--- src/rtl/mips_pkg.sv ---
// ---------------------------------------------------------------------------
// mips_pkg
// Shared types and constants for the MIPS32 memory arbiter slice.
//   req_id_t : which requester owns a grant or an outstanding read
//   state_t  : arbiter FSM states
//   DW       : default data width
//   is_read_grant() : tells the FSM whether a grant starts a read
// ---------------------------------------------------------------------------
package mips_pkg;

    localparam int DW = 32;

    typedef enum logic [1:0] {
        REQ_NONE = 2'd0,
        REQ_LD   = 2'd1,
        REQ_DM   = 2'd2,
        REQ_IF   = 2'd3
    } req_id_t;

    typedef enum logic {
        IDLE    = 1'b0,
        RD_WAIT = 1'b1
    } state_t;

    // Loader grants are always writes and fetch grants are always reads;
    // only a data grant needs the write-enable to decide.
    function automatic logic is_read_grant(req_id_t id, logic we);
        return (id == REQ_IF) || ((id == REQ_DM) && !we);
    endfunction

endpackage

--- src/rtl/mips_arb_prio.sv ---
// ---------------------------------------------------------------------------
// mips_arb_prio
// Combinational fixed-priority picker for the memory arbiter.
// Ports:
//   ld_req, dm_req, if_req : requests, already masked by the caller
//   starve                 : fetch has been denied long enough to jump DM
//   winner_id              : req_id_t code of the winner (REQ_NONE if idle)
// Normal order is LD > DM > IF; with starve set it becomes LD > IF > DM.
// ---------------------------------------------------------------------------
module mips_arb_prio
    import mips_pkg::*;
(
    input  logic       ld_req,
    input  logic       dm_req,
    input  logic       if_req,
    input  logic       starve,
    output logic [1:0] winner_id
);

    // The loader only runs before the core starts, so it is allowed to
    // hold off everyone else indefinitely.
    always_comb begin
        winner_id = REQ_NONE;
        if (ld_req) begin
            winner_id = REQ_LD;
        end else if (starve && if_req) begin
            winner_id = REQ_IF;
        end else if (dm_req) begin
            winner_id = REQ_DM;
        end else if (if_req) begin
            winner_id = REQ_IF;
        end
    end

endmodule

--- src/rtl/mips_mem_arbiter.sv ---
// ---------------------------------------------------------------------------
// mips_mem_arbiter
// Shares one single-port synchronous memory between the program loader (LD),
// the MEM-stage load/store unit (DM) and instruction fetch (IF).
// Ports:
//   clk1, rst_n          : clock (rising edge), async active-low reset
//   halted               : core halted; fetch requests are ignored
//   ld_req/addr/wdata    : loader write request, ld_gnt when it is written
//   dm_req/we/addr/wdata : data request, dm_gnt on grant,
//                          dm_rvalid/dm_rdata for load data
//   if_req/addr          : fetch request, if_gnt on grant,
//                          if_rvalid/if_rdata for the instruction
//   mem_en/we/addr/wdata : registered memory strobe and fields
//   mem_rdata            : memory data, valid MEM_LAT cycles after mem_en
//   busy                 : a read is outstanding
// Optional build macro MEM_ARB_PERF_EN adds perf_if_stall / perf_dm_stall.
// ---------------------------------------------------------------------------
module mips_mem_arbiter
    import mips_pkg::*;
#(
    parameter int AW         = 10,
    parameter int DW         = mips_pkg::DW,
    parameter int MEM_LAT    = 1,
    parameter int STARVE_LIM = 4
) (
    input  logic          clk1,
    input  logic          rst_n,
    input  logic          halted,
    input  logic          ld_req,
    input  logic [AW-1:0] ld_addr,
    input  logic [DW-1:0] ld_wdata,
    output logic          ld_gnt,
    input  logic          dm_req,
    input  logic          dm_we,
    input  logic [AW-1:0] dm_addr,
    input  logic [DW-1:0] dm_wdata,
    output logic          dm_gnt,
    output logic          dm_rvalid,
    output logic [DW-1:0] dm_rdata,
    input  logic          if_req,
    input  logic [AW-1:0] if_addr,
    output logic          if_gnt,
    output logic          if_rvalid,
    output logic [DW-1:0] if_rdata,
    output logic          mem_en,
    output logic          mem_we,
    output logic [AW-1:0] mem_addr,
    output logic [DW-1:0] mem_wdata,
    input  logic [DW-1:0] mem_rdata,
    output logic          busy
`ifdef MEM_ARB_PERF_EN
    ,
    output logic [31:0]   perf_if_stall,
    output logic [31:0]   perf_dm_stall
`endif
);

    localparam int LCW = $clog2(MEM_LAT + 1);
    localparam int SCW = $clog2(STARVE_LIM + 1);

    state_t          state_q,     state_d;
    logic [LCW-1:0]  lat_cnt_q,   lat_cnt_d;
    req_id_t         owner_q,     owner_d;
    req_id_t         gnt_id_q,    gnt_id_d;
    logic            mem_en_q,    mem_en_d;
    logic            mem_we_q,    mem_we_d;
    logic [AW-1:0]   mem_addr_q,  mem_addr_d;
    logic [DW-1:0]   mem_wdata_q, mem_wdata_d;
    logic [SCW-1:0]  starve_cnt_q, starve_cnt_d;
    logic [DW-1:0]   dm_rdata_q,  dm_rdata_d;
    logic [DW-1:0]   if_rdata_q,  if_rdata_d;

    logic            if_req_m;
    logic            starve;
    logic [1:0]      winner_raw;
    req_id_t         winner;
    logic            rd_done;
    logic            eval;

    assign if_req_m = if_req && !halted;
    assign starve   = (starve_cnt_q == SCW'(STARVE_LIM));
    assign winner   = req_id_t'(winner_raw);

    mips_arb_prio u_prio (
        .ld_req    (ld_req),
        .dm_req    (dm_req),
        .if_req    (if_req_m),
        .starve    (starve),
        .winner_id (winner_raw)
    );

    // The requester still holds its request during its own grant cycle, so
    // no evaluation happens then. The last RD_WAIT cycle (the rvalid cycle)
    // is an evaluation so the next grant lands right after the read data.
    assign rd_done = (state_q == RD_WAIT) && (lat_cnt_q == LCW'(MEM_LAT));
    assign eval    = ((state_q == IDLE) && (gnt_id_q == REQ_NONE)) || rd_done;

    // Register the winner's fields; mem_* read as zero outside grant cycles.
    always_comb begin
        gnt_id_d    = REQ_NONE;
        mem_en_d    = 1'b0;
        mem_we_d    = 1'b0;
        mem_addr_d  = '0;
        mem_wdata_d = '0;
        if (eval) begin
            unique case (winner)
                REQ_LD: begin
                    gnt_id_d    = REQ_LD;
                    mem_en_d    = 1'b1;
                    mem_we_d    = 1'b1;
                    mem_addr_d  = ld_addr;
                    mem_wdata_d = ld_wdata;
                end
                REQ_DM: begin
                    gnt_id_d    = REQ_DM;
                    mem_en_d    = 1'b1;
                    mem_we_d    = dm_we;
                    mem_addr_d  = dm_addr;
                    mem_wdata_d = dm_wdata;
                end
                REQ_IF: begin
                    gnt_id_d    = REQ_IF;
                    mem_en_d    = 1'b1;
                    mem_addr_d  = if_addr;
                end
                default: begin
                    gnt_id_d    = REQ_NONE;
                end
            endcase
        end
    end

    // A read grant moves to RD_WAIT after the grant cycle; lat_cnt counts
    // the cycles since the grant, and the owner is remembered for rvalid.
    always_comb begin
        state_d   = state_q;
        lat_cnt_d = lat_cnt_q;
        owner_d   = owner_q;
        unique case (state_q)
            IDLE: begin
                if (is_read_grant(gnt_id_q, mem_we_q)) begin
                    state_d   = RD_WAIT;
                    lat_cnt_d = LCW'(1);
                    owner_d   = gnt_id_q;
                end
            end
            RD_WAIT: begin
                if (rd_done) begin
                    state_d   = IDLE;
                    lat_cnt_d = '0;
                    owner_d   = REQ_NONE;
                end else begin
                    lat_cnt_d = lat_cnt_q + LCW'(1);
                end
            end
            default: begin
                state_d = IDLE;
            end
        endcase
    end

    // Fetch starvation only moves on evaluation cycles, so requests that
    // arrive while a read is outstanding do not age the counter.
    always_comb begin
        starve_cnt_d = starve_cnt_q;
        if (eval) begin
            if (!if_req_m || (winner == REQ_IF)) begin
                starve_cnt_d = '0;
            end else if (!starve) begin
                starve_cnt_d = starve_cnt_q + SCW'(1);
            end
        end
    end

    // Read data passes straight through in the rvalid cycle and is held
    // afterwards; only rvalid qualifies it.
    always_comb begin
        dm_rdata_d = dm_rdata_q;
        if_rdata_d = if_rdata_q;
        if (dm_rvalid) begin
            dm_rdata_d = mem_rdata;
        end
        if (if_rvalid) begin
            if_rdata_d = mem_rdata;
        end
    end

    always_ff @(posedge clk1 or negedge rst_n) begin
        if (!rst_n) begin
            state_q      <= IDLE;
            lat_cnt_q    <= '0;
            owner_q      <= REQ_NONE;
            gnt_id_q     <= REQ_NONE;
            mem_en_q     <= 1'b0;
            mem_we_q     <= 1'b0;
            mem_addr_q   <= '0;
            mem_wdata_q  <= '0;
            starve_cnt_q <= '0;
            dm_rdata_q   <= '0;
            if_rdata_q   <= '0;
        end else begin
            state_q      <= state_d;
            lat_cnt_q    <= lat_cnt_d;
            owner_q      <= owner_d;
            gnt_id_q     <= gnt_id_d;
            mem_en_q     <= mem_en_d;
            mem_we_q     <= mem_we_d;
            mem_addr_q   <= mem_addr_d;
            mem_wdata_q  <= mem_wdata_d;
            starve_cnt_q <= starve_cnt_d;
            dm_rdata_q   <= dm_rdata_d;
            if_rdata_q   <= if_rdata_d;
        end
    end

    assign ld_gnt    = (gnt_id_q == REQ_LD);
    assign dm_gnt    = (gnt_id_q == REQ_DM);
    assign if_gnt    = (gnt_id_q == REQ_IF);
    assign dm_rvalid = rd_done && (owner_q == REQ_DM);
    assign if_rvalid = rd_done && (owner_q == REQ_IF);
    assign dm_rdata  = dm_rdata_d;
    assign if_rdata  = if_rdata_d;
    assign mem_en    = mem_en_q;
    assign mem_we    = mem_we_q;
    assign mem_addr  = mem_addr_q;
    assign mem_wdata = mem_wdata_q;
    assign busy      = (state_q == RD_WAIT);

`ifdef MEM_ARB_PERF_EN
    logic [31:0] perf_if_stall_q, perf_if_stall_d;
    logic [31:0] perf_dm_stall_q, perf_dm_stall_d;
    logic        if_stall;
    logic        dm_stall;

    // A cycle is a stall when the request is up but it neither wins this
    // cycle's evaluation nor is in its own grant cycle.
    assign if_stall = if_req_m && !(eval && (winner == REQ_IF)) && (gnt_id_q != REQ_IF);
    assign dm_stall = dm_req   && !(eval && (winner == REQ_DM)) && (gnt_id_q != REQ_DM);

    always_comb begin
        perf_if_stall_d = perf_if_stall_q;
        perf_dm_stall_d = perf_dm_stall_q;
        if (if_stall && (perf_if_stall_q != '1)) begin
            perf_if_stall_d = perf_if_stall_q + 32'd1;
        end
        if (dm_stall && (perf_dm_stall_q != '1)) begin
            perf_dm_stall_d = perf_dm_stall_q + 32'd1;
        end
    end

    always_ff @(posedge clk1 or negedge rst_n) begin
        if (!rst_n) begin
            perf_if_stall_q <= '0;
            perf_dm_stall_q <= '0;
        end else begin
            perf_if_stall_q <= perf_if_stall_d;
            perf_dm_stall_q <= perf_dm_stall_d;
        end
    end

    assign perf_if_stall = perf_if_stall_q;
    assign perf_dm_stall = perf_dm_stall_q;
`endif

endmodule

--- config.mk ---
export PLATFORM = sky130hd
export DESIGN_NAME = mips_mem_arbiter
export DESIGN_NICKNAME = d
export VERILOG_FILES = /design/src/rtl/mips_pkg.sv /design/src/rtl/mips_arb_prio.sv /design/src/rtl/mips_mem_arbiter.sv
export SDC_FILE = /design/constraint.sdc
export NUM_CORES = 1
export LEC_CHECK = 0
export ABC_AREA = 1
export CORE_ASPECT_RATIO = 1.25
export CORE_UTILIZATION = 35
export DETAILED_ROUTE_END_ITERATION = 10
export PLACE_DENSITY = 0.7
export SETUP_SLACK_MARGIN = 0.5
export SYNTH_ARGS = -nofsm -noshare
export SYNTH_HDL_FRONTEND = slang
export SYNTH_HIERARCHICAL = 1
export SYNTH_SLANG_ARGS = --single-unit
--- constraint.sdc ---
create_clock -name clk1 -period 2.2 [get_ports clk1]
set_clock_uncertainty 0.05 [all_clocks]
set_input_delay 0.22 -clock clk1 [delete_from_list [all_inputs] [get_ports clk1]]
set_output_delay 0.22 -clock clk1 [all_outputs]
set_load 0.02 [all_outputs]
==> metrics.md, run 1 <==
| Metric | Value |
|---|---|
| Outcome | `finished clean` |
| Fin area | `0.01004 sq mm` |
| Core area | `0.01341 sq mm` |
| Worst vdd ir | `0.7303 mV` |
| First-pass GRT wire length | `24.50 mm` |
| Unique masters post-synth | `20` |
| Antenna viol nets, final | `0` |
| Port Buffer Count | `246` |
| Final setup fails | `0` |
| Rel. slew slack | `0.5857` |
| Crit end category | `output pin` |
| Place WS | `-0.001470 ns` |
| Setup repair after global routing missed its margin | `yes` |
| Non-Filler Instances | `1058` |
| Initial antenna violation count | `0` |
| Slew @ Worst Pin | `0.6214 ns` |
| PnR Total Power | `12.09 mW` |
| Sink Count | `117` |
| TritonRoute pass-1 iters | `4` |
| Die Y | `134.0 microns` |
| Max Fanout on Critical Path | `14` |
| Starting DRT DRC Count | `235` |
| Min-delay worst type | `primary input to register` |
| Syn_area_per_cell | `8.634 sq um` |
| Final WL | `20.35 mm` |
| Register area share after synthesis | `0.6002` |
| Total grt overflow | `0` |
| Power Density | `1204 mW/mm^2` |
| CP startpoint kind | `register` |
| H-Tree Depth | `4` |
| Fillcell total | `900` |
| Final period util | `0.8802` |
| FF+latch count, synth | `117` |
| Top sig layer | `met4` |
| Io pins | `247` |
| Cell leakage power | `4.607 nW` |
| Drt via density | `4.987` |
| Vias in the first global route | `4939` |
| Die width | `107.6 microns` |
| Most frequent cells in the layout | `clkdlybuf4s50_1 (171), nand2_1 (118), dfrtp_1 (117), nand2_2 (103), buf_6 (67)` |
| Pins Over Slew Limit | `0` |
| TNS Setup | `0 ns` |
| Clock Path Buffers | `2` |
| Clock transition at the registers of the reported paths | `0.05 ns` |
| Diodes inserted | `0` |
| RePlAce Congestion | `0.8587` |
| Clk_lat worst skew | `0.40 ns` |
| Met3 WL post-DR | `1.580 mm` |
| Hpwl dp | `11.23 mm` |
| Gate Count Post-Synth | `565` |
| DP Cell Count | `972` |
| # Max-Cap Violations | `0` |
| Wire length on met1 | `7.094 mm` |
| Max Freq | `516.4 MHz` |
| Largest net degree at the start of global routing | `45` |
| Site Rows | `47` |
| Worst hold slack | `0.3284 ns` |
| R2R Setup Slk | `0.28 ns` |
| Final hold vios | `0` |
| CTS root buffer | `clkbuf_16` |
| Total die area | `0.01442 sq mm` |
| Period minus WS final | `1.937 ns` |
| Area Overhead vs Synth | `105.8%` |
| Mapped Area | `0.004878 sq mm` |
| Most common cell after layout, fill and taps aside | `clkdlybuf4s50_1` |
| Critical path arrival | `1.67 ns` |
| CTS tree | `yes` |
| Vias | `5276` |
| Layout cells sized above 1 | `0.4611` |
| CTS Buf Count | `17` |
| DR WL/cell | `19.23 microns` |
| Met2 routed WL | `10.77 mm` |
| Synth warn | `6` |
| Net count, final | `1015` |
| Worst EP required | `1.93 ns` |
| Utilization after layout | `0.7487` |
| Starting density of the core | `0.3638` |
| Post-Synthesis Net Count | `705` |
| Final WS setup | `0.2635 ns` |
| DRC | `0` |
| Crit Path Category | `register to output pin` |
| DP Area | `0.007617 sq mm` |
| Total track usage | `0.2222` |
==> report_power, final <==
| group | internal, mW | switching, mW |
|---|---|---|
| combinational | 2.92 | 3.45 |
| clock | 1.59 | 0.960 |
| sequential | 2.88 | 0.282 |
==> state kept, by name, summed over array words and instances (netlist names), 2 cells and up <==
register and cells:
dm_rdata_q 32, gnt_id_q 2, if_rdata_q 32, mem_addr 10, mem_wdata 32, owner_q 2
starve_cnt_q 3
==> path summary, 6_finish.rpt <==
| kind | start | to | cells past startpoint |
|---|---|---|---|
| max | busy$_DFF_PN0_ | if_rdata[14] | 6 |
| min | ld_wdata[18] | mem_wdata[18]$_DFF_PN0_ | 3 |
| max reg2reg | starve_cnt_q[0]$_DFFE_PN0P_ | mem_wdata[7]$_DFF_PN0_ | 11 |
| min reg2reg | dm_rdata_q[0]$_DFF_PN0_ | dm_rdata_q[0]$_DFF_PN0_ | 2 |
| max in group asynchronous | rst_n | mem_addr[6]$_DFF_PN0_ | 3 |
| min in group asynchronous | rst_n | if_rdata_q[23]$_DFF_PN0_ | 2 |
==> routing by layer <==
| layer | vias to the layer above | track usage |
|---|---|---|
| met5 | - | 0 |
| met4 | 0 | 0.08600 |
| met3 | 59 | 0.08795 |
| met2 | 273 | 0.3896 |
| met1 | 2547 | 0.2371 |
| li1 | 2397 | - |
==> logic make-up (layout without fill, tap and decap cells) <==
family,count (synthesis),count (layout),share of synthesized area
buffers and inverters,53,374,0.05437
and+or+nand+nor,307,308,0.2439
adders and majority gates,7,7,0.01795
DFF,117,117,0.6002
AOI/OAI and AO/OA,81,81,0.08361
==> critical path, cell delays in order, from the launching register on <==
cell and delay [ns]:
dfrtp_1 0.39, nand2_4 0.11, buf_6 0.16, buf_12 0.15, o21ai_1 0.21, nand2_2 0.11
buf_6 0.14
==> Yosys cell counts <==
library cell  number  area, sq um
clkbuf_1          13        48.80
buf_1              1        3.750
inv_2              1        3.750
buf_2              7        35.03
nand2_4            2        22.52
o21ai_0           25        125.1
a21oi_1           46        230.2
inv_1             21        78.83
o21ai_1            9        45.04
nor2_1            25        93.84
buf_4              3        22.52
ha_1               7        87.58
nand2_1          269         1010
dfrtp_1          117         2928
nand2_2            2        12.51
clkinv_2           1        5.000
o21a_1             1        7.510
nand3_1            8        40.04
nor2_4             1        11.26
buf_6              6        67.56
==> final cells by class <==
cell class                      instances  area, sq um  area share
Multi-Input combinational cell        396         2725      0.2715
Clock inverter                         10        82.58    0.008226
Timing Repair Buffer                  320         3520      0.3506
Clock buffer                           21        460.4     0.04587
Sequential cell                       117         2928      0.2917
Tap cell                              171        214.0     0.02131
Inverter                               23        108.9     0.01084
==> timing repair <==
action / 4_1_cts / 5_1_grt
setup endpoints to repair: 120 / 123
hold buffers: 1 / 0
gates cloned: 2 / 16
setup buffers: 12 / 24
endpoints found under the hold margin: 41 / 0
gates resized for setup: 310 / 435
pin swaps: 10 / 73
No activity file was read; power rests on OpenSTA's default activity.
==> inputs of run 2 (changes only) <==
--- a/config.mk
+++ b/config.mk
@@ -6,8 +6,9 @@
 export NUM_CORES = 1
 export LEC_CHECK = 0
 export ABC_AREA = 1
-export CORE_ASPECT_RATIO = 1.25
+export CORE_ASPECT_RATIO = 1.2
 export CORE_UTILIZATION = 35
+export CTS_CLUSTER_DIAMETER = 100
 export DETAILED_ROUTE_END_ITERATION = 10
 export PLACE_DENSITY = 0.7
 export SETUP_SLACK_MARGIN = 0.5
==> metrics.md, run 2 (synthesized netlist as in run 1, its figures left out) <==
| Metric | Value |
|---|---|
| Outcome | `finished clean` |
| Die width | `109.8 microns` |
| RePlAce Congestion | `0.8022` |
| CP cell instances | `nand2_4 > buf_4 > buf_12 > o21ai_0 > nand2_1 > buf_2` |
| Power Density | `1242 mW/mm^2` |
| Net count, final | `998` |
| Largest net degree at the start of global routing | `65` |
| Vias | `5070` |
| Diodes inserted | `0` |
| Area Overhead vs Synth | `91.15%` |
| Pint | `7.196 mW` |
| Slew @ Worst Pin | `0.4407 ns` |
| Clock transition at the registers of the reported paths | `0.06 ns` |
| Pins Over Slew Limit | `0` |
| Vias in the first global route | `4826` |
| Place WS | `-0.0002547 ns` |
| Rel. slew slack | `0.7062` |
| Worst EP required | `1.93 ns` |
| Sw Share | `0.3789` |
| Core area | `0.01341 sq mm` |
| Antenna viol nets, final | `0` |
| Cell leakage power | `4.273 nW` |
| Fillcell total | `979` |
| CTS root buffer | `clkbuf_16` |
| Io pins | `247` |
| Final WL | `18.45 mm` |
| Drt via density | `4.884` |
| Most common cell after layout, fill and taps aside | `nand2_1` |
| Starting density of the core | `0.3638` |
| Die Y | `131.3 microns` |
| # Max-Cap Violations | `0` |
| DR WL/cell | `17.77 microns` |
| Site Rows | `46` |
| Final period util | `0.9073` |
| Max Fanout on Critical Path | `26` |
| Initial antenna violation count | `0` |
| H-Tree Depth | `4` |
| Comb pwr share | `0.498` |
| Most frequent cells in the layout | `nand2_1 (192), clkdlybuf4s50_1 (168), dfrtp_1 (116), nand2_2 (68), buf_6 (47)` |
| Hpwl dp | `10.90 mm` |
| TritonRoute pass-1 iters | `5` |
| Slowest cell on crit path | `dfrtp_1` |
| Period minus WS final | `1.996 ns` |
| Critical path arrival | `1.73 ns` |
| DRC | `0` |
| Setup repair after global routing missed its margin | `yes` |
| First-pass GRT wire length | `23.70 mm` |
| Final setup fails | `0` |
| CP startpoint kind | `register` |
| Clk pwr share | `0.232` |
| Worst vdd ir | `0.9397 mV` |
| Final WS setup | `0.2040 ns` |
| CP peak stage delay | `0.38 ns` |
| Sequential power share | `0.271` |
| Crit Path Category | `register to output pin` |
| Reg area | `0.002929 sq mm` |
| Max Freq | `501.0 MHz` |
| Layout cells sized above 1 | `0.3494` |
| Multi-input logic area | `0.002282 sq mm` |
| Crit end category | `output pin` |
| Total track usage | `0.2181` |
| Final hold vios | `0` |
| PnR Total Power | `11.58 mW` |
| Port Buffer Count | `246` |
| Net Switching | `4.389 mW` |
| Worst hold slack | `0.2116 ns` |
| Clk_lat worst skew | `0.41 ns` |
| Clock Path Buffers | `2` |
| Total die area | `0.01442 sq mm` |
| CTS tree | `yes` |
| Starting DRT DRC Count | `246` |
| CTS Buf Count | `17` |
| Min-delay worst type | `primary input to async pin` |
| Sink Count | `117` |
| Total grt overflow | `0` |
-- run 2: cell count changes in the layout (fill, tap and decap cells not counted), sizes merged --
cell           change
clkbuf             -1
bufinv             +1
buf               -17
clkinvlp           -1
dlymetal6s2s       +3
clkdlybuf4s50      -3
clkinv             +1
-- run 2: path summary, 6_finish.rpt --
path	depth (start not counted)	start	slack, ns	to
worst max-delay path	6	lat_cnt_q$_DFFE_PN0P_	0.20	if_rdata[10]
worst min-delay path	2	rst_n	0.21	if_rdata_q[27]$_DFF_PN0_
worst max register to register	11	starve_cnt_q[0]$_DFFE_PN0P_	0.37	mem_wdata[28]$_DFF_PN0_
worst min register to register	2	if_rdata_q[26]$_DFF_PN0_	0.42	if_rdata_q[26]$_DFF_PN0_
max in group asynchronous	3	rst_n	1.11	owner_q[0]$_DFFE_PN0P_
min in group clk1	5	if_req	0.26	starve_cnt_q[0]$_DFFE_PN0P_
-- run 2: cell type report --
type	count	area share
timing repair buffer	302	0.3447
sequential	117	0.3141
multi-input combinational	396	0.2447
clock buffer	21	0.05045
tap	168	0.02254
inverter	23	0.01167
clock inverter	10	0.01127
timing repair inverter	1	0.0005367
-- run 2: critical path, delay by kind of cell, from the launching register on --
kind / cells / cell delay (ns)
buffers and inverters: 3 / 0.52
flip-flops: 1 / 0.38
AND/OR/NAND/NOR: 2 / 0.20
AO/OA/AOI/OAI: 1 / 0.20
-- run 2: power groups by stage --
stage / Sequential, mW / Clock, mW / Combinational, mW
CTS: 3.11 / 2.71 / 4.38
finish: 3.14 / 2.68 / 5.76
global route: 3.21 / 2.81 / 6.12
floorplan: 3.27 / 0 / 2.11
detailed placement: 3.13 / 0 / 4.55
global placement: 3.11 / 0 / 4.49
-- run 2: per-stage QoR --
step	instance area, sq um	cells	util	TNS (ns)
3_3_place_gp	7571	967	0.5646	0
4_1_cts	8114	1010	0.6051	0
5_1_grt	9325	1038	0.6954	0
6_report	9325	1038	0.6954	0
2_1_floorplan	4906	565	-	0
3_5_place_dp	7571	967	0.5646	-0.0002547
-- run 2: metal layers --
layer / GRT usage / vias to the layer above / part of all wire
li1: - / 2356 / -
met5: 0 / - / 0
met4: 0.06444 / 0 / 0.026
met1: 0.2292 / 2435 / 0.35
met2: 0.3868 / 242 / 0.53
met3: 0.09325 / 37 / 0.087
-- run 2: what timing repair did --
action / in CTS / in global routing
hold buffers: 1 / 0
resized for setup: 294 / 278
endpoints found under the hold margin: 20 / 0
endpoints found under the setup margin: 119 / 125
buffers inserted: 9 / 16
cloned: 2 / 12
pin swaps: 6 / 29
==> inputs of run 3 (changes only) <==
--- a/config.mk
+++ b/config.mk
@@ -10,6 +10,7 @@
 export CORE_UTILIZATION = 35
 export CTS_CLUSTER_DIAMETER = 100
 export DETAILED_ROUTE_END_ITERATION = 10
+export GPL_ROUTABILITY_DRIVEN = 0
 export PLACE_DENSITY = 0.7
 export SETUP_SLACK_MARGIN = 0.5
 export SYNTH_ARGS = -nofsm -noshare
==> results of run 3 <==
No change in the layout: final DEF, timing and power equal those of run 2.
